===== config.mk =====
export PLATFORM = sky130hd
export DESIGN_NAME = hazard_unit_mc_flat
export DESIGN_NICKNAME = d
export VERILOG_FILES = /design/src/rtl/hazard_unit_mc_if.sv /design/src/rtl/hazard_unit_mc.sv /design/src/flat_wrapper.sv
export SDC_FILE = /design/constraint.sdc
export NUM_CORES = 1
export LEC_CHECK = 0
export CAP_MARGIN = 15
export CORE_UTILIZATION = 34
export DETAILED_ROUTE_END_ITERATION = 6
export GPL_ROUTABILITY_DRIVEN = 0
export PLACE_DENSITY_LB_ADDON = 0.05
export SLEW_MARGIN = 20
export SYNTH_ARGS = -nofsm -noshare
export SYNTH_HDL_FRONTEND = slang
export SYNTH_SLANG_ARGS = --single-unit
export TNS_END_PERCENT = 10

===== constraint.sdc =====
create_clock -name clk -period 1.8 [get_ports clk]
set_input_delay 0.36 -clock clk [delete_from_list [all_inputs] [get_ports clk]]
set_output_delay 0.36 -clock clk [all_outputs]
set_load 0.01 [all_outputs]

===== src/rtl/hazard_unit_mc_if.sv =====
// Hazard unit interface: groups the pipeline-register indices and control bits the
// hazard unit observes, plus the stall/flush/forward controls it drives.
//   slave  modport: hazard unit side (observes pipeline state, drives controls)
//   master modport: core datapath/controller side (drives pipeline state, observes controls)
// Signals:
//   Rs1D, Rs2D, Rs1E, Rs2E, RdE, RdM, RdW  register indices (REGW bits)
//   RegWriteM, RegWriteW, ResultSrcE0, PCSrcE, MdStartE  pipeline status bits
//   StallF, StallD, StallE, FlushD, FlushE, FlushM      pipeline register controls
//   ForwardAE, ForwardBE                                 E operand forward selects
//   MdBusy                                               multi-cycle op occupying E
interface hazard_unit_mc_if #(
    parameter int unsigned REGW = 5
);
    logic [REGW-1:0] Rs1D;
    logic [REGW-1:0] Rs2D;
    logic [REGW-1:0] Rs1E;
    logic [REGW-1:0] Rs2E;
    logic [REGW-1:0] RdE;
    logic [REGW-1:0] RdM;
    logic [REGW-1:0] RdW;
    logic            RegWriteM;
    logic            RegWriteW;
    logic            ResultSrcE0;
    logic            PCSrcE;
    logic            MdStartE;
    logic            StallF;
    logic            StallD;
    logic            StallE;
    logic            FlushD;
    logic            FlushE;
    logic            FlushM;
    logic [1:0]      ForwardAE;
    logic [1:0]      ForwardBE;
    logic            MdBusy;

    modport slave (
        input  Rs1D, Rs2D, Rs1E, Rs2E, RdE, RdM, RdW,
        input  RegWriteM, RegWriteW, ResultSrcE0, PCSrcE, MdStartE,
        output StallF, StallD, StallE, FlushD, FlushE, FlushM,
        output ForwardAE, ForwardBE, MdBusy
    );

    modport master (
        output Rs1D, Rs2D, Rs1E, Rs2E, RdE, RdM, RdW,
        output RegWriteM, RegWriteW, ResultSrcE0, PCSrcE, MdStartE,
        input  StallF, StallD, StallE, FlushD, FlushE, FlushM,
        input  ForwardAE, ForwardBE, MdBusy
    );
endinterface


===== src/rtl/hazard_unit_mc.sv =====
// hazard_unit_mc: hazard unit for a 5-stage (F/D/E/M/W) RISC-V pipeline.
// Provides M/W operand forwarding, load-use stall, branch/jump flush and a busy
// counter that holds a MUL/DIV op in E for MD_LAT cycles.
// Ports:
//   clk    core clock
//   reset  synchronous, active-high reset
//   hz     hazard_unit_mc_if.slave (pipeline state in, stall/flush/forward out)
//   LdStallCnt, BrFlushCnt, MdStallCnt  saturating perf counters (PERF_W bits),
//          present only when the macro HAZARD_PERF_EN is defined.
// All outputs are combinational from inputs and state; state updates on posedge clk.
module hazard_unit_mc #(
    parameter int unsigned REGW   = 5,
    parameter int unsigned MD_LAT = 4,
    parameter int unsigned PERF_W = 16
) (
    input  logic               clk,
    input  logic               reset,
    hazard_unit_mc_if.slave    hz
`ifdef HAZARD_PERF_EN
    ,
    output logic [PERF_W-1:0]  LdStallCnt,
    output logic [PERF_W-1:0]  BrFlushCnt,
    output logic [PERF_W-1:0]  MdStallCnt
`endif
);
    localparam int unsigned CNTW     = $clog2(MD_LAT + 1);
    localparam bit          MD_MULTI = (MD_LAT > 1);

    typedef enum logic [0:0] {
        StIdle,
        StBusy
    } md_state_e;

    md_state_e       state;
    logic [CNTW-1:0] cnt_q, cnt_d;
    logic            md_arm_q, md_arm_d;
    logic            lw_stall;
    logic            md_launch;
    logic            md_busy;

    // M stage result beats W stage result; x0 is never forwarded.
    function automatic logic [1:0] fwd_sel(
        input logic [REGW-1:0] rs,
        input logic [REGW-1:0] rd_m,
        input logic [REGW-1:0] rd_w,
        input logic            wr_m,
        input logic            wr_w
    );
        if ((rs != '0) && (rs == rd_m) && wr_m) begin
            return 2'b10;
        end else if ((rs != '0) && (rs == rd_w) && wr_w) begin
            return 2'b01;
        end
        return 2'b00;
    endfunction

    always_comb begin
        lw_stall  = hz.ResultSrcE0 && (hz.RdE != '0) &&
                    ((hz.Rs1D == hz.RdE) || (hz.Rs2D == hz.RdE));
        // md_arm_q blocks the op that just finished from launching again while it
        // is still sitting in E waiting to advance.
        md_launch = MD_MULTI && hz.MdStartE && (cnt_q == '0) && !md_arm_q;
        md_busy   = (cnt_q != '0) || md_launch;
        state     = (cnt_q != '0) ? StBusy : StIdle;
    end

    // Next-state logic for the busy counter and re-launch guard.
    always_comb begin
        cnt_d    = cnt_q;
        md_arm_d = md_arm_q;
        unique case (state)
            StIdle: begin
                if (md_launch) begin
                    cnt_d = CNTW'(MD_LAT - 1);
                end
            end
            StBusy: begin
                cnt_d = cnt_q - CNTW'(1);
            end
            default: cnt_d = '0;
        endcase
        if ((state == StBusy) && (cnt_q == CNTW'(1))) begin
            md_arm_d = 1'b1;
        end else if (!hz.StallE) begin
            // E advances this cycle, so the op in E is a new instruction next cycle.
            md_arm_d = 1'b0;
        end
    end

    always_ff @(posedge clk) begin
        if (reset) begin
            cnt_q    <= '0;
            md_arm_q <= 1'b0;
        end else begin
            cnt_q    <= cnt_d;
            md_arm_q <= md_arm_d;
        end
    end

    // Output logic. While a multi-cycle op holds E, the front end freezes and a
    // bubble goes to M; load-use and branch are ignored until E is released.
    always_comb begin
        hz.StallF    = 1'b0;
        hz.StallD    = 1'b0;
        hz.StallE    = 1'b0;
        hz.FlushD    = 1'b0;
        hz.FlushE    = 1'b0;
        hz.FlushM    = 1'b0;
        hz.MdBusy    = 1'b0;
        hz.ForwardAE = 2'b00;
        hz.ForwardBE = 2'b00;
        if (reset) begin
            hz.FlushD = 1'b1;
            hz.FlushE = 1'b1;
        end else begin
            hz.ForwardAE = fwd_sel(hz.Rs1E, hz.RdM, hz.RdW, hz.RegWriteM, hz.RegWriteW);
            hz.ForwardBE = fwd_sel(hz.Rs2E, hz.RdM, hz.RdW, hz.RegWriteM, hz.RegWriteW);
            hz.MdBusy    = md_busy;
            if (md_busy) begin
                hz.StallF = 1'b1;
                hz.StallD = 1'b1;
                hz.StallE = 1'b1;
                hz.FlushM = 1'b1;
            end else begin
                hz.StallF = lw_stall;
                hz.StallD = lw_stall;
                hz.FlushD = hz.PCSrcE;
                hz.FlushE = lw_stall || hz.PCSrcE;
            end
        end
    end

`ifdef HAZARD_PERF_EN
    logic [PERF_W-1:0] ld_cnt_q, br_cnt_q, md_cnt_q;
    logic              ld_evt, br_evt, md_evt;

    always_comb begin
        ld_evt = !md_busy && lw_stall;
        br_evt = !md_busy && hz.PCSrcE;
        md_evt = md_busy;
    end

    always_ff @(posedge clk) begin
        if (reset) begin
            ld_cnt_q <= '0;
            br_cnt_q <= '0;
            md_cnt_q <= '0;
        end else begin
            if (ld_evt && (ld_cnt_q != '1)) ld_cnt_q <= ld_cnt_q + PERF_W'(1);
            if (br_evt && (br_cnt_q != '1)) br_cnt_q <= br_cnt_q + PERF_W'(1);
            if (md_evt && (md_cnt_q != '1)) md_cnt_q <= md_cnt_q + PERF_W'(1);
        end
    end

    assign LdStallCnt = ld_cnt_q;
    assign BrFlushCnt = br_cnt_q;
    assign MdStallCnt = md_cnt_q;
`endif
endmodule


===== src/flat_wrapper.sv =====
// flat-port wrapper written by rule: the top's interface ports become plain ports
module hazard_unit_mc_flat 
#(
    parameter int unsigned REGW   = 5,
    parameter int unsigned MD_LAT = 4,
    parameter int unsigned PERF_W = 16
)
  (clk, reset, hz_Rs1D, hz_Rs2D, hz_Rs1E, hz_Rs2E, hz_RdE, hz_RdM, hz_RdW, hz_RegWriteM, hz_RegWriteW, hz_ResultSrcE0, hz_PCSrcE, hz_MdStartE, hz_StallF, hz_StallD, hz_StallE, hz_FlushD, hz_FlushE, hz_FlushM, hz_ForwardAE, hz_ForwardBE, hz_MdBusy);
  hazard_unit_mc_if #(.REGW(REGW)) hz_i ();
  input  logic clk;
  input  logic reset;
  input wire logic [$bits(hz_i.Rs1D)-1:0] hz_Rs1D;
  input wire logic [$bits(hz_i.Rs2D)-1:0] hz_Rs2D;
  input wire logic [$bits(hz_i.Rs1E)-1:0] hz_Rs1E;
  input wire logic [$bits(hz_i.Rs2E)-1:0] hz_Rs2E;
  input wire logic [$bits(hz_i.RdE)-1:0] hz_RdE;
  input wire logic [$bits(hz_i.RdM)-1:0] hz_RdM;
  input wire logic [$bits(hz_i.RdW)-1:0] hz_RdW;
  input wire logic [$bits(hz_i.RegWriteM)-1:0] hz_RegWriteM;
  input wire logic [$bits(hz_i.RegWriteW)-1:0] hz_RegWriteW;
  input wire logic [$bits(hz_i.ResultSrcE0)-1:0] hz_ResultSrcE0;
  input wire logic [$bits(hz_i.PCSrcE)-1:0] hz_PCSrcE;
  input wire logic [$bits(hz_i.MdStartE)-1:0] hz_MdStartE;
  output wire logic [$bits(hz_i.StallF)-1:0] hz_StallF;
  output wire logic [$bits(hz_i.StallD)-1:0] hz_StallD;
  output wire logic [$bits(hz_i.StallE)-1:0] hz_StallE;
  output wire logic [$bits(hz_i.FlushD)-1:0] hz_FlushD;
  output wire logic [$bits(hz_i.FlushE)-1:0] hz_FlushE;
  output wire logic [$bits(hz_i.FlushM)-1:0] hz_FlushM;
  output wire logic [$bits(hz_i.ForwardAE)-1:0] hz_ForwardAE;
  output wire logic [$bits(hz_i.ForwardBE)-1:0] hz_ForwardBE;
  output wire logic [$bits(hz_i.MdBusy)-1:0] hz_MdBusy;
  assign hz_i.Rs1D = hz_Rs1D;
  assign hz_i.Rs2D = hz_Rs2D;
  assign hz_i.Rs1E = hz_Rs1E;
  assign hz_i.Rs2E = hz_Rs2E;
  assign hz_i.RdE = hz_RdE;
  assign hz_i.RdM = hz_RdM;
  assign hz_i.RdW = hz_RdW;
  assign hz_i.RegWriteM = hz_RegWriteM;
  assign hz_i.RegWriteW = hz_RegWriteW;
  assign hz_i.ResultSrcE0 = hz_ResultSrcE0;
  assign hz_i.PCSrcE = hz_PCSrcE;
  assign hz_i.MdStartE = hz_MdStartE;
  assign hz_StallF = hz_i.StallF;
  assign hz_StallD = hz_i.StallD;
  assign hz_StallE = hz_i.StallE;
  assign hz_FlushD = hz_i.FlushD;
  assign hz_FlushE = hz_i.FlushE;
  assign hz_FlushM = hz_i.FlushM;
  assign hz_ForwardAE = hz_i.ForwardAE;
  assign hz_ForwardBE = hz_i.ForwardBE;
  assign hz_MdBusy = hz_i.MdBusy;
  hazard_unit_mc #(.REGW(REGW), .MD_LAT(MD_LAT), .PERF_W(PERF_W)) u_core (.clk(clk), .reset(reset), .hz(hz_i));
endmodule

; ---- After elaboration in Yosys (flattened, before gate mapping)
; Cells that the tools add are included.
[classes]
add_sub_neg = 1
n_eq_ne = 9
mux = 28
n_bitwise = 1
reduce_logical = 22
[op_table]
columns = operator, count
row1 = equality test 5 bit, 6
row2 = 2-to-1 mux 1 bit, 18
row3 = 2-to-1 mux 2 bit, 8
row4 = nonzero test 5 bit, 3
row5 = logical AND 1 bit, 13
row6 = case mux 3 bit (2 select lines), 1
row7 = inequality test 2 x 1 -> 1 bit (second input constant), 2
row8 = equality test 3 x 1 -> 1 bit (second input constant), 1
row9 = logical NOT 3 bit, 1
row10 = logical OR 1 bit, 3
row11 = 2-to-1 mux 3 bit, 1
row12 = nonzero test 3 bit, 1
row13 = subtractor 3 x 1 -> 3 bit (second input constant), 1
row14 = logical NOT 1 bit, 1
row15 = NOT 1 bit, 1
[word_totals]
reg_bits = 4
input_bits = 42
out_inout_bits = 11
wordCells = 63

; ---- Longest topological paths before layout
[depth]
ltp_word = 8
depth_mapped = 6

; ---- Least setup slack after synthesis
; No wires, ideal clock.
[synth_timing]
kind = input to output
from = input port hz_RdE[0]
to = output port hz_StallF
arrival_time_ps = 1444
setup_slack_ps = -4
path_stages = 5
cell_sequence = or4_1 o21ai_0 or2_2 o22ai_1 buf_4
[synth_between]
elab_chain_len = 5
[synth_rtl]
columns = item, line
row1 = "start, declared", flat_wrapper.sv:16  ; input wire logic [$bits(hz_i.RdE)-1:0] hz_RdE;
row2 = equality test 5 bit / nonzero test 5 bit (equally long branches), "hazard_unit_mc.sv:59, hazard_unit_mc.sv:58"
row3 = logical OR 1 bit / logical AND 1 bit (equally long branches), "hazard_unit_mc.sv:59, hazard_unit_mc.sv:58"
row4 = logical AND 1 bit *, hazard_unit_mc.sv:58  ; lw_stall = hz.ResultSrcE0 && (hz.RdE != '0) &&
row5 = 2-to-1 mux 1 bit * (2 in series), -
row6 = "end, declared", flat_wrapper.sv:24  ; output wire logic [$bits(hz_i.StallF)-1:0] hz_StallF;
; Mark *: on every way between the ends. The rest lies on a longest branch, timed or not.

; ---- Worst setup path after layout
[layout_timing]
from = input port hz_Rs1E[4]
to = output port hz_ForwardAE[0]
[layout_between]
elab_chain_len = 8
[layout_rtl]
columns = item, line
row1 = "start, declared", flat_wrapper.sv:14  ; input wire logic [$bits(hz_i.Rs1E)-1:0] hz_Rs1E;
row2 = equality test 5 bit / nonzero test 5 bit (equally long branches), "hazard_unit_mc.sv:51, hazard_unit_mc.sv:49"
row3 = logical AND 1 bit (2 in series), hazard_unit_mc.sv:51  ; end else if ((rs != '0) && (rs == rd_w) && wr_w) begin
row4 = 2-to-1 mux 1 bit, hazard_unit_mc.sv:51
row5 = 2-to-1 mux 1 bit, hazard_unit_mc.sv:49  ; if ((rs != '0) && (rs == rd_m) && wr_m) begin
row6 = 2-to-1 mux 1 bit, hazard_unit_mc.sv:112  ; if (reset) begin
row7 = 2-to-1 mux 2 bit *, hazard_unit_mc.sv:54  ; return 2'b00;
row8 = 2-to-1 mux 2 bit *, hazard_unit_mc.sv:112
row9 = "end, declared", flat_wrapper.sv:30  ; output wire logic [$bits(hz_i.ForwardAE)-1:0] hz_ForwardAE;
; Mark *: on every way between the ends. The rest lies on a longest branch, timed or not. The select of a mux whose other input is x is not followed.

==> run summary <==
======================================================================================
Area share of the largest cell type after synthesis .....................       18.45%
Routed via count divided by cell count ..................................        4.746
Total placed instance area ..............................................     1450 um2
Clock latency of the later-clocked register in the worst-skew pair ......       230 ps
IO Port Bufs ............................................................           52
Avg Inst Size Synth .....................................................    7.910 um2
Global Route met1 Usage .................................................       20.36%
DR pass1 iterations .....................................................            2
Transition time of the tightest slew-check pin ..........................     269.8 ps
Routed length per instance ..............................................     12.46 um
Count of warnings emitted by yosys ......................................            0
Maximum Capacitance Violations ..........................................            0
Largest cells by area after synthesis ................................... xnor2_1 18%, xor2_1 16%, dfxtp_1 11%
Post-synth top area cell ................................................      xnor2_1
Min cycle time layout ...................................................      2053 ps
Die area ................................................................     2281 um2
Die outline height ......................................................     47.76 um
Post-Place Cells ........................................................          193
Most used cells in the layout excluding fill and tap cells .............. 29 x buf_4, 20 x clkdlybuf4s50_1, 17 x dlygate4sd2_1, 15 x xnor2_1, 13 x xor2_1
EDFF count, synth .......................................................            0
Sink count of the clock tree ............................................            4
Post-route DRC ..........................................................            0
All-layer global routing usage ..........................................       21.66%
Core area ...............................................................     1962 um2
Slowest library cell on the worst path ..................................        or4_4
Number of failing hold endpoints at the final stage .....................            0
Clock root cell .........................................................     clkbuf_4
Overflow left after global routing ......................................            0
Post-route design area ..................................................     1439 um2
Sort of element at the start of the critical path .......................    input pin
Most frequent standard cell in the layout excluding fill and tap cells ..        buf_4
Total of endpoints with negative setup slack in the final report ........            8
M2 GR Usage .............................................................       46.22%
Number of CTS-inserted buffers ..........................................            3
Crit path arrival time ..................................................      1690 ps
Area occupied by multi-input gates ......................................    615.6 um2
Most used routing layer .................................................         met2
Sequential cell area fraction in the yosys report .......................       11.25%
Post-Route WL ...........................................................      2454 um
Count of pins on the block boundary .....................................           53
Final ANT Viol Nets .....................................................            0
Maximum number of pins on one net before global-route repair ............            5
Leakage power of the design .............................................    0.6385 nW
Net count after synthesis ...............................................          136
Fin util ................................................................       73.34%
Final Net Count .........................................................          218
Failing checks .......................................................... negative setup slack
H-Tree Depth ............................................................            1
Data required, critical path ............................................      1440 ps
Sequential cell area ....................................................    80.08 um2
Most used flip-flop cell after synthesis ................................      dfxtp_1
Number of antenna cells inserted ........................................            0
Outcome ................................................................. finished with violations
Worst hold slack ........................................................     518.9 ps
Setup WS post-layout ....................................................    -253.1 ps
First-pass GRT wire length ..............................................      3456 um
Count of pins over their slew limit .....................................            0
Area growth from synthesis to layout ....................................       102.1%
Clk pin slew, worst setup/hold paths ....................................        40 ps
Class of the most critical hold timing path .............................   reg -> reg
Number of distinct standard cells referenced by the synthesized netlist .           28
Number of register bits inferred by synthesis ...........................            4
TritonCTS clock tree ....................................................         done
Antenna violations before repair ........................................            0
Number of hold buffers added after CTS ..................................            0
Max rail drop VDD .......................................................    0.2682 mV
Via count of the first global-routing pass ..............................          882
Synthesized cell area ...................................................    711.9 um2
Number of placement rows ................................................           16
Kind of critical path ...................................................    in -> out
Setup repair after global routing missed its margin .....................         true
Critical path's largest stage delay .....................................       540 ps
Maximum fanout along the worst path .....................................            2
Die outline width .......................................................     47.76 um
First-iteration detailed-routing DRC count ..............................            1
Worst setup skew after layout ...........................................     2.250 ps
Part of the cycle the worst path needs ..................................       114.1%
Fill cell instance count of the final layout ............................          177
Relative slew slack .....................................................       81.82%
Share of synthesized registers carrying an async set or reset ...........           0%
Met3 Usage GRT ..........................................................       3.396%
Detail Placement HPWL ...................................................      2159 um
Power per cell area ..................................................... 459.4 nW/um2
Fmax ....................................................................   0.4871 GHz
Ratio of cells with drive above 1 in the final layout ...................       35.88%
Worst-path cell chain ................................................... buf_6 -> or4_4 -> nor2_4 -> nor4_2 -> buf_4 -> nor4_4 -> buf_2
Critical Path Sink Type .................................................  output port
Largest buffer count on any clock path ..................................            2
Cells after Synth .......................................................           90
Routed via count ........................................................          935
Worst slack after detailed placement ....................................    -898.7 ps
Final cell count without fillers ........................................          197
Initial core utilization ................................................       36.29%
======================================================================================
layout make-up:
type | instances | area share (%)
sequential | 4 | 5.565
tap | 27 | 2.348
timing repair buffer | 81 | 45.39
inverter | 9 | 2.348
clock buffer | 3 | 1.565
multi-input combinational | 73 | 42.78
metal layers:
| metal | wire, um | vias to the layer above |
|---|---|---|
| met4 | 38 | 0 |
| li1 | - | 470 |
| met1 | 850 | 421 |
| met5 | 0 | - |
| met2 | 1378 | 40 |
| met3 | 187 | 4 |
critical path, delay by kind of cell:
kind / cells / cell delay [ps]
and+or+nand+nor: 4 / 930
buffers and inverters: 3 / 400
state kept, by name (all words and copies together), names as in the netlist:
register         count
u_core.cnt_q         3
u_core.md_arm_q      1
cell usage after synthesis (all sizes together), types with 2 or more instances:
cell type / instances
nor2: 6
a21oi: 3
nand2: 4
nor2b: 2
dfxtp: 4
inv: 9
xor2: 13
nor4: 4
nand4: 3
xnor2: 15
o21ai: 2
or4: 3
buf: 3
nor3: 4
ha: 4
a221oi: 2
cells by family after synthesis:
logic type	synth area share, %
simple gates	26.54
flops	11.25
compound gates	12.30
fa+ha+maj	7.030
buf+inv	8.435
xor+xnor	34.45
power by group:
part / switching, mW / internal (mW) / total (mW)
clock network: 0.0399 / 0.0748 / 0.115
logic: 0.186 / 0.247 / 0.433
registers: 0.00778 / 0.106 / 0.113
repair_timing:
action | in CTS | in global routing
cloned | 0 | 0
buffers inserted | 1 | 0
endpoints found under the setup margin | 11 | 11
pin swaps | 10 | 5
gates resized for setup | 80 | 5
per-stage QoR:
stage | power [mW] | TNS [ps]
final | 0.6610 | -1444
after global routing | 0.7141 | -2013
after floorplan | 0.2962 | 0
after global placement | 0.5480 | -6766
after CTS | 0.6681 | -1562
after detailed placement | 0.5655 | -7119
worst paths after layout:
kind	start	endpoint	slack, ps	cells after the start
hold reg to reg	u_core.cnt_q[2]	u_core.cnt_q[2]	520	2
setup reg to reg	u_core.cnt_q[0]	u_core.cnt_q[0]	410	7
setup / recovery	hz_Rs1E[4]	hz_ForwardAE[0]	-250	7
hold / removal	u_core.cnt_q[2]	u_core.cnt_q[2]	520	2
(Power assumes the default switching activity.)
